===== src/rtl/io_pkg.sv =====
// io_pkg: shared constants and types for the IO bridge.
// Holds the IO window base, the peripheral offset table, the load FSM state type
// and the data returned for a load to an unmapped offset.
package io_pkg;

   localparam logic [19:0] IO_BASE_DEFAULT = 20'hFFFFF;

   // Peripheral offsets inside the 4 KiB IO window
   localparam logic [11:0] LED_ADDR    = 12'h060;
   localparam logic [11:0] SWITCH_ADDR = 12'h070;
   localparam logic [11:0] TUBE_ADDR   = 12'h000;

   // Returned for loads that hit the window but match no device
   localparam logic [31:0] DEADBEEF = 32'hDEADBEEF;

   typedef enum logic [2:0] {
      IDLE,
      DRAIN,
      ISSUE,
      WAIT,
      DONE
   } ld_state_t;

   // True when the offset belongs to a peripheral in the table above
   function automatic logic dev_known(input logic [11:0] off);
      return (off == LED_ADDR) || (off == SWITCH_ADDR) || (off == TUBE_ADDR);
   endfunction

endpackage


===== src/rtl/io_wr_fifo.sv =====
// io_wr_fifo: small synchronous FIFO holding posted stores.
// Depth 2^AW, pointers are AW+1 bits so full and empty are told apart by the MSB.
// The head entry is read combinationally so a strobe can follow a push by one cycle.
module io_wr_fifo #(
   parameter int AW = 2,
   parameter int W  = 44
) (
   input  logic         clk,
   input  logic         rst_n,
   input  logic         push_i,
   input  logic         pop_i,
   input  logic [W-1:0] wdata_i,
   output logic [W-1:0] head_o,
   output logic         full_o,
   output logic         empty_o
);

   localparam int DEPTH = 1 << AW;

   logic [W-1:0] mem_q [DEPTH];
   logic [AW:0]  wr_ptr_q, wr_ptr_d;
   logic [AW:0]  rd_ptr_q, rd_ptr_d;
   logic         do_push;
   logic         do_pop;

   // Flags derive only from the pointer registers, so a same-cycle pop never frees a slot early
   assign full_o  = (wr_ptr_q[AW] != rd_ptr_q[AW]) && (wr_ptr_q[AW-1:0] == rd_ptr_q[AW-1:0]);
   assign empty_o = (wr_ptr_q == rd_ptr_q);

   assign do_push = push_i && !full_o;
   assign do_pop  = pop_i && !empty_o;

   assign wr_ptr_d = do_push ? wr_ptr_q + {{AW{1'b0}}, 1'b1} : wr_ptr_q;
   assign rd_ptr_d = do_pop  ? rd_ptr_q + {{AW{1'b0}}, 1'b1} : rd_ptr_q;

   assign head_o = mem_q[rd_ptr_q[AW-1:0]];

   // Pointer registers; reset discards every queued entry
   always_ff @(posedge clk or negedge rst_n) begin
      if (!rst_n) begin
         wr_ptr_q <= '0;
         rd_ptr_q <= '0;
      end else begin
         wr_ptr_q <= wr_ptr_d;
         rd_ptr_q <= rd_ptr_d;
      end
   end

   // Entry storage; contents are only observed while the FIFO is not empty
   always_ff @(posedge clk) begin
      if (do_push) begin
         mem_q[wr_ptr_q[AW-1:0]] <= wdata_i;
      end
   end

endmodule


===== src/rtl/io_bridge.sv =====
// io_bridge: CPU memory stage to memory-mapped peripheral bridge.
// Stores that hit the IO window are posted into io_wr_fifo and replayed one per cycle
// as dv_wr_e strobes; loads wait for the FIFO to drain, then issue one dv_rd_e.
// A load stalls its request cycle and then walks DRAIN/ISSUE/WAIT/DONE: four cycles from
// DRAIN onward with the stall held for three of them, dropping in DONE with cpu_rdata valid.
// Optional feature macro IO_BRIDGE_ERR_EN: offsets outside the device table raise a sticky
// err_flag, loads return DEADBEEF without a device read, and stores are dropped.
module io_bridge
   import io_pkg::*;
#(
   parameter logic [19:0] IO_BASE = IO_BASE_DEFAULT,
   parameter int          FIFO_AW = 2,
   parameter int          DW      = 32
) (
   input  logic          clk,
   input  logic          rst_n,
   input  logic [31:0]   cpu_addr,
   input  logic          cpu_wr_e,
   input  logic          cpu_rd_e,
   input  logic [DW-1:0] cpu_wdata,
   output logic          cpu_stall,
   output logic [DW-1:0] cpu_rdata,
   output logic          dv_wr_e,
   output logic          dv_rd_e,
   output logic [11:0]   dv_addr,
   output logic [DW-1:0] dv_wdata,
   input  logic [DW-1:0] dv_rdata,
   input  logic          dv_busy
`ifdef IO_BRIDGE_ERR_EN
   ,
   output logic          err_flag
`endif
);

   ld_state_t       state_q;
   logic [11:0]     ld_addr_q;
   logic            ld_bad_q;
   logic [DW-1:0]   cpu_rdata_q;

   logic            hit;
   logic [11:0]     off;
   logic            off_bad;
   logic            st_hit;
   logic            st_ok;
   logic            ld_hit;
   logic            idle;
   logic            drain_ok;
   logic            fifo_push;
   logic            fifo_pop;
   logic            fifo_full;
   logic            fifo_empty;
   logic [11+DW:0]  fifo_head;
   logic            stall_raw;

   // Address decode
   assign hit = (cpu_addr[31:12] == IO_BASE);
   assign off = cpu_addr[11:0];

`ifdef IO_BRIDGE_ERR_EN
   assign off_bad = !dev_known(off);
`else
   assign off_bad = 1'b0;
`endif

   // A store wins over a simultaneous load; unmapped stores are simply dropped
   assign st_hit = cpu_wr_e && hit;
   assign st_ok  = st_hit && !off_bad;
   assign ld_hit = cpu_rd_e && !cpu_wr_e && hit;
   assign idle   = (state_q == IDLE);

   // The FIFO keeps draining while a load waits for it to empty
   assign drain_ok  = (state_q == IDLE) || (state_q == DRAIN);
   assign fifo_pop  = !fifo_empty && !dv_busy && drain_ok;
   assign fifo_push = st_ok && idle && !fifo_full;

   io_wr_fifo #(
      .AW (FIFO_AW),
      .W  (12 + DW)
   ) u_wr_fifo (
      .clk     (clk),
      .rst_n   (rst_n),
      .push_i  (fifo_push),
      .pop_i   (fifo_pop),
      .wdata_i ({off, cpu_wdata}),
      .head_o  (fifo_head),
      .full_o  (fifo_full),
      .empty_o (fifo_empty)
   );

   // Stall: store blocked by a full FIFO or a load in flight, or any load not yet in DONE.
   // Gated by rst_n so a request held across reset cannot freeze the pipeline.
   assign stall_raw = (st_ok && (fifo_full || !idle))
                    || (state_q == DRAIN) || (state_q == ISSUE) || (state_q == WAIT)
                    || (idle && ld_hit);
   assign cpu_stall = rst_n && stall_raw;

   // Device bus: the FIFO head registers or the captured load offset, zero otherwise
   assign dv_wr_e  = fifo_pop;
   assign dv_rd_e  = (state_q == ISSUE);
   assign dv_addr  = fifo_pop ? fifo_head[11+DW:DW] : (dv_rd_e ? ld_addr_q : 12'h000);
   assign dv_wdata = fifo_pop ? fifo_head[DW-1:0] : '0;
   assign cpu_rdata = cpu_rdata_q;

   // Load FSM: order the read behind posted stores, issue it, capture the result
   always_ff @(posedge clk or negedge rst_n) begin
      if (!rst_n) begin
         state_q     <= IDLE;
         ld_addr_q   <= 12'h000;
         ld_bad_q    <= 1'b0;
         cpu_rdata_q <= '0;
      end else begin
         case (state_q)
            IDLE: begin
               if (ld_hit) begin
                  state_q   <= DRAIN;
                  ld_addr_q <= off;
                  ld_bad_q  <= off_bad;
               end
            end
            DRAIN: begin
               if (fifo_empty && !dv_busy) begin
                  state_q <= ld_bad_q ? WAIT : ISSUE;
               end
            end
            ISSUE: begin
               state_q <= WAIT;
            end
            WAIT: begin
               cpu_rdata_q <= ld_bad_q ? DW'(DEADBEEF) : dv_rdata;
               state_q     <= DONE;
            end
            DONE: begin
               state_q <= IDLE;
            end
            default: begin
               state_q <= IDLE;
            end
         endcase
      end
   end

`ifdef IO_BRIDGE_ERR_EN
   logic err_q;

   // Sticky error on any window access to an unmapped offset
   always_ff @(posedge clk or negedge rst_n) begin
      if (!rst_n) begin
         err_q <= 1'b0;
      end else if ((st_hit && off_bad) || (idle && ld_hit && off_bad)) begin
         err_q <= 1'b1;
      end
   end

   assign err_flag = err_q;
`endif

endmodule

===== config.mk =====
export PLATFORM = sky130hd
export DESIGN_NAME = io_bridge
export DESIGN_NICKNAME = d
export VERILOG_FILES = /design/src/rtl/io_pkg.sv /design/src/rtl/io_wr_fifo.sv /design/src/rtl/io_bridge.sv
export SDC_FILE = /design/constraint.sdc
export NUM_CORES = 1
export LEC_CHECK = 0
export CAP_MARGIN = 10
export CELL_PAD_IN_SITES_DETAIL_PLACEMENT = 1
export CELL_PAD_IN_SITES_GLOBAL_PLACEMENT = 1
export CORE_MARGIN = 4
export CORE_UTILIZATION = 43
export CTS_CLUSTER_SIZE = 28
export DETAILED_ROUTE_END_ITERATION = 8
export PLACE_DENSITY = 0.78
export REMOVE_ABC_BUFFERS = 1
export SLEW_MARGIN = 30
export SYNTH_ARGS = -nofsm -noshare
export SYNTH_HDL_FRONTEND = slang
export SYNTH_SLANG_ARGS = --single-unit

===== constraint.sdc =====
create_clock -name clk -period 4.12 [get_ports clk]
set_input_delay 0.824 -clock clk [delete_from_list [all_inputs] [get_ports clk]]
set_output_delay 0.824 -clock clk [all_outputs]
set_load 0.005 [all_outputs]

Yosys cells after proc, flatten, opt, wreduce, memory -nomap -nowiden
Memory sizes are Yosys's and may differ from the RTL's.
Cells that the tools add are included.

cells by class
  multiplexer cells = 8
  equality and inequality tests = 9
  reductions and logical operators = 28
  $add $sub $neg = 2

operators by type and width
  cell                                                             number
  32-bit two-way mux                                               1
  12-bit two-way mux                                               2
  20-bit == test, second input constant                            1
  1-bit logical AND                                                14
  3-bit one-hot mux with 4 select lines                            1
  3-bit by 1-bit adder with 3-bit output, second input constant    2
  3-bit by 2-bit == test with 1-bit output, second input constant  2
  1-bit logical OR                                                 6
  3-bit two-way mux                                                2
  1-bit logical NOT                                                5
  2-bit AND reduction                                              2
  3-bit by 1-bit == test with 1-bit output, second input constant  1
  3-bit == test                                                    1
  3-bit logical NOT                                                1
  2-bit == test                                                    1
  1-bit two-way mux                                                2
  2-bit by 1-bit != test with 1-bit output, second input constant  1
  2-bit != test, second input constant                             1
  1-bit != test                                                    1

word-level totals
  RAM bits = 176
  memories kept = 1
  bits in registers = 53

memories
  name             depth  width  rd ports  clocked after Yosys merged registers in  write ports  RTL line          source
  u_wr_fifo.mem_q  4      44     1         0                                        1            io_wr_fifo.sv:20  logic [W-1:0] mem_q [DEPTH];

Longest topological paths before layout
  depth after elaboration = 9
  gate-level depth with buffers = 6
  depth with buffers taken out = 4

Cells and area by module
A second synthesis with hierarchy kept.

second synthesis, totals
  cell total of the unflattened synthesis = 521
  area, all modules = 9110.0 µm²

modules (own cells, without submodules)
  module      instances  cells an instance  area each (µm²)  sequential area each (µm²)
  io_wr_fifo  1          278                6817.8           5435.2
  io_bridge   1          243                2292.2           1176.1

Worst setup path after synthesis
OpenSTA, ideal clock, no wires.

  path kind = input to register
  start point = in cpu_addr[30]
  end point = mem u_wr_fifo.mem_q[0][0] (enable)
  buffers on the path = 0
  setup slack = 0.294 ns
  setup time = 0.446 ns
  data required time = 3.674 ns
  cell stages on the path = 4
  data arrival time = 3.380 ns
  cell sequence = nand4_1 -> nor3_1 -> nand3_4 -> nor2_1

between the ends
  longest elaborated chain between the ends = 7

ends and longest elaborated chain
  element                                  RTL line          source
  from (decl)                              io_bridge.sv:17   input logic [31:0] cpu_addr,
  20-bit == test                           io_bridge.sv:56   assign hit = (cpu_addr[31:12] == IO_BASE);
  1-bit logical AND                        io_bridge.sv:66   assign st_hit = cpu_wr_e && hit;
  1-bit logical AND (2 in series)          io_bridge.sv:74   assign fifo_push = st_ok && idle && !fifo_full;
  1-bit logical AND                        io_wr_fifo.sv:30  assign do_push = push_i && !full_o;
  1-bit two-way mux                        io_wr_fifo.sv:51  if (do_push) begin
  1-bit two-way mux (not written as such)  io_wr_fifo.sv:52  mem_q[wr_ptr_q[AW-1:0]] <= wdata_i;
  to (decl)                                io_wr_fifo.sv:20

No other way between the ends.

Worst setup path in the final report
  start point = reg u_wr_fifo.rd_ptr_q[0]
  end point = out dv_wdata[22]

between the ends
  longest elaborated chain between the ends = 5

ends and longest elaborated chain
  element                          RTL line          source
  from (decl)                      io_wr_fifo.sv:22  logic [AW:0] rd_ptr_q, rd_ptr_d;
  from (signal assigned)           io_wr_fifo.sv:45  rd_ptr_q <= rd_ptr_d;
  3-bit == test                    io_wr_fifo.sv:28  assign empty_o = (wr_ptr_q == rd_ptr_q);
  1-bit logical NOT                io_bridge.sv:73   assign fifo_pop = !fifo_empty && !dv_busy && drain_ok;
  1-bit logical AND (2 in series)  io_bridge.sv:73
  32-bit two-way mux *             io_bridge.sv:101  assign dv_wdata = fifo_pop ? fifo_head[DW-1:0] : '0;
  to (decl)                        io_bridge.sv:26   output logic [DW-1:0] dv_wdata,

Every way passes the cells marked *; elsewhere a longest branch is shown, timed or not.

==> qor.log <==
[status] outcome finished clean
[final_layout] leading cell type in the layout, fill and taps excluded sky130_fd_sc_hd__clkdlybuf4s50_1
[grt] global-route wire length before repair 34600 microns
[clock_tree] post-cts hold buffer count 0
[floorplan] Die Y 153 microns
[detailed_routing] vias per inst 5.20
[sta] fin crit share 0.912
[sta] time the worst path needs with I/O delays and setup 3760 ps
[clock_tree] clock transition at the register clock pins on the worst setup and hold paths after CTS 60 ps
[final_layout] proportion of layout cells with a drive suffix above 1 0.173
[grt] Overflow after GRT 0
[final_layout] utilization after layout 0.592
[detailed_routing] DRT Wirelength 21900 microns
[final_layout] number of nets in the layout 811
[grt] via count of the first global-routing pass 5980
[clock_tree] Clock Path Buffers 3
[grt] overall fraction of global-route tracks in use 0.188
[synthesis] Synth area leaders sky130_fd_sc_hd__edfxtp_1 59%, sky130_fd_sc_hd__dfrtp_1 15%, sky130_fd_sc_hd__mux4_2 11%
[sta] RSZ-0062 raised after global routing no
[sta] FMAX 266 MHz
[worst_setup_path] critical path class register to output port
[worst_setup_path] required time of the critical path 3300 ps
[synthesis] Yosys Warn Count 0
[clock_tree] CTS tree yes
[worst_setup_path] reg-to-reg critical path startpoint u_wr_fifo.rd_ptr_q[0]
[floorplan] Chip Width 153 microns
[final_layout] count of non-filler cells in the finished layout 994
[floorplan] count of boundary I/O pins 180
[clock_tree] later-pin clock latency in the skew report 510 ps
[synthesis] number of synthesized register bits 229
[clock_tree] CTS Root Cell sky130_fd_sc_hd__clkbuf_16
[worst_setup_path] worst r2r path cells 5
[worst_setup_path] kind of capture point of the worst setup path output port
[min_path] cell count of the worst hold path 2
[synthesis] Post-Syn Instances 507
[worst_setup_path] data arrival at the endpoint of the critical path 2940 ps
[clock_tree] total setup buffers inserted after CTS 0
[power_and_ir_drop] power after layout 6420 uW
[clock_tree] clock tree sinks 229
[power_and_ir_drop] leakage power of the design 0.00435 uW
[worst_setup_path] Critical Path Source u_wr_fifo.rd_ptr_q[0]
[detailed_routing] total number of vias 5171
[sta] Final setup viols 0
[worst_setup_path] register-to-register setup slack 1530 ps
[grt] pin count of the biggest net entering global routing 54
[synthesis] Synth top area share 0.586
[synthesis] netlist area before placement 0.00903 sq mm
[floorplan] Starting Density 0.442
[floorplan] die outline area 0.0234 sq mm
[synthesis] share of synthesized area occupied by flip-flops and latches 0.732
[sta] worst max-slew margin expressed relative to the limit 0.524
[clock_tree] number of buffers created by CTS 25
[min_path] worst hold path endpoint cpu_rdata[15]
[synthesis] synth unique cells 37
[worst_setup_path] RR Endpoint u_wr_fifo.mem_q[3][4]
[synthesis] post-synthesis area per instance 17.8 sq um
[power_and_ir_drop] PD cells 531 mW/mm^2
[detailed_routing] drt first-iter violations 225
[placed_design] Port Buffer Count 179
[floorplan] CORE AREA 0.0204 sq mm
[sta] Min Hold Slack 473 ps
[synthesis] largest area contributor in the netlist sky130_fd_sc_hd__edfxtp_1
[sta] actual slew at the worst max-slew pin 714 ps
[floorplan] standard-cell rows 52
[min_path] path type of the worst min-delay path register to register
[placed_design] Placed Cells incl. Taps 948
[detailed_routing] drt drc 0
[worst_setup_path] startpoint type of the worst setup path register
[sta] Slew Limit Fails 0
[power_and_ir_drop] highest ir drop seen on vdd 0.402 mV
[final_layout] post-synthesis to final-layout area growth 34.1%
[sta] final setup skew 19.9 ps
[clock_tree] depth of the CTS H-tree 1
[placed_design] routability-driven placement congestion ratio 0.775
[flow_run] Max Cap Viol 0
[clock_tree] PostCTS Resize Cnt 0
[final_layout] antenna diode count 0
[detailed_routing] antenna-violating nets left 0
[placed_design] Detailed Place HPWL 14200 microns
[final_layout] top library cells by usage in the layout, fill and taps aside 178 x sky130_fd_sc_hd__clkdlybuf4s50_1, 176 x sky130_fd_sc_hd__edfxtp_1, 97 x sky130_fd_sc_hd__nand2_1
[worst_setup_path] critical path fanouts, max 31
[detailed_routing] first-pass detailed-route iteration total 4
[sta] final hold vios 0
[grt] antenna violations before repair 0
[min_path] Hold Startpoint cpu_rdata[15]
[detailed_routing] DR WL/cell 22.0 microns
==> Yosys cell counts <==
cell                       instances
sky130_fd_sc_hd__dfrtp_1          53
sky130_fd_sc_hd__nor3_1            3
sky130_fd_sc_hd__nand4_1           6
sky130_fd_sc_hd__edfxtp_1        176
sky130_fd_sc_hd__nor2_1            6
sky130_fd_sc_hd__a21oi_1           2
sky130_fd_sc_hd__o21bai_1          1
sky130_fd_sc_hd__nand3_4           1
sky130_fd_sc_hd__inv_1             8
sky130_fd_sc_hd__nand2b_1          1
sky130_fd_sc_hd__mux2_1            4
sky130_fd_sc_hd__a31oi_1           2
sky130_fd_sc_hd__inv_2             1
sky130_fd_sc_hd__or3_1             1
sky130_fd_sc_hd__buf_2             5
sky130_fd_sc_hd__xnor2_1           4
sky130_fd_sc_hd__nand4_2           1
sky130_fd_sc_hd__clkbuf_1          8
sky130_fd_sc_hd__a31oi_2           1
sky130_fd_sc_hd__and2_1           32
sky130_fd_sc_hd__a31oi_4           1
sky130_fd_sc_hd__mux4_2           44
sky130_fd_sc_hd__xor2_1            1
sky130_fd_sc_hd__xnor2_2           2
sky130_fd_sc_hd__buf_4             5
sky130_fd_sc_hd__nand2_1          97
sky130_fd_sc_hd__nor2b_1           3
sky130_fd_sc_hd__nand3b_1          2
sky130_fd_sc_hd__a22o_1           12
sky130_fd_sc_hd__mux2_4           10
sky130_fd_sc_hd__and4b_1           1
sky130_fd_sc_hd__buf_6             2
sky130_fd_sc_hd__xor2_2            1
sky130_fd_sc_hd__buf_1             3
sky130_fd_sc_hd__ha_1              5
sky130_fd_sc_hd__nor3b_1           1
sky130_fd_sc_hd__or3_4             1
==> final cells by class <==
| cell class | count | area, sq um |
|---|---|---|
| Inverter | 9 | 33.8 |
| Clock buffer | 38 | 744 |
| Tap cell | 270 | 338 |
| Multi-Input combinational cell | 246 | 2290 |
| Clock inverter | 8 | 123 |
| Fill cell | 1870 | 8330 |
| Sequential cell | 229 | 6620 |
| Timing Repair Buffer | 194 | 1960 |
==> per-layer routing <==
metal / global-route usage / share of wire
met2: 0.349 / 0.55
met1: 0.229 / 0.39
met5: 0 / 0
met4: 0.0543 / 0.024
met3: 0.0274 / 0.034
==> worst max-delay path, cell delays in order (launching register included) <==
cell and delay, ps:
sky130_fd_sc_hd__dfrtp_4 850, sky130_fd_sc_hd__buf_4 370, sky130_fd_sc_hd__mux4_2 560, sky130_fd_sc_hd__and2_1 190
sky130_fd_sc_hd__clkdlybuf4s50_1 460
==> through the flow <==
stage / setup TNS, ps / instance area, sq um / setup slack, ps
final: 0 / 12100 / 361
after global routing: 0 / 12100 / 174
after CTS: 0 / 12100 / 243
after detailed placement: 0 / 11200 / 504
after global placement: 0 / 11200 / 567
after floorplan: -126620 / 8900 / -871
==> worst max-delay path by stage <==
stage	to	slack [ps]	depth (start not counted)
floorplan	u_wr_fifo.mem_q[0][0]	-870	4
global placement	dv_addr[1]	570	6
detailed placement	dv_addr[3]	500	6
CTS	dv_wdata[22]	240	4
global route	dv_wdata[7]	170	4
finish	dv_wdata[22]	360	4
==> kinds of logic (layout without fill, tap and decap cells) <==
kind of cell | after synthesis | in the layout | share of synthesized area
adder cells (fa/ha/maj) | 5 | 5 | 0.00693
AND/OR/NAND/NOR | 156 | 156 | 0.0825
AO/OA/AOI/OAI | 19 | 19 | 0.0187
buffers and inverters | 32 | 249 | 0.0177
multiplexers | 58 | 58 | 0.131
flip-flops | 229 | 229 | 0.732
XOR/XNOR | 8 | 8 | 0.0103
==> sequential cells by signal (all words and copies together) (netlist names) <==
name                count
cpu_rdata              32
ld_addr_q              12
state_q                 3
u_wr_fifo.mem_q       176
u_wr_fifo.rd_ptr_q      3
u_wr_fifo.wr_ptr_q      3
==> report_power, final <==
group | leakage (uW) | total [uW] | internal [uW] | switching [uW]
Combinational | 0.00178 | 1470 | 922 | 551
Clock | 0.000429 | 2290 | 1430 | 858
Sequential | 0.00215 | 2660 | 2520 | 141
(Power assumes the default switching activity.)
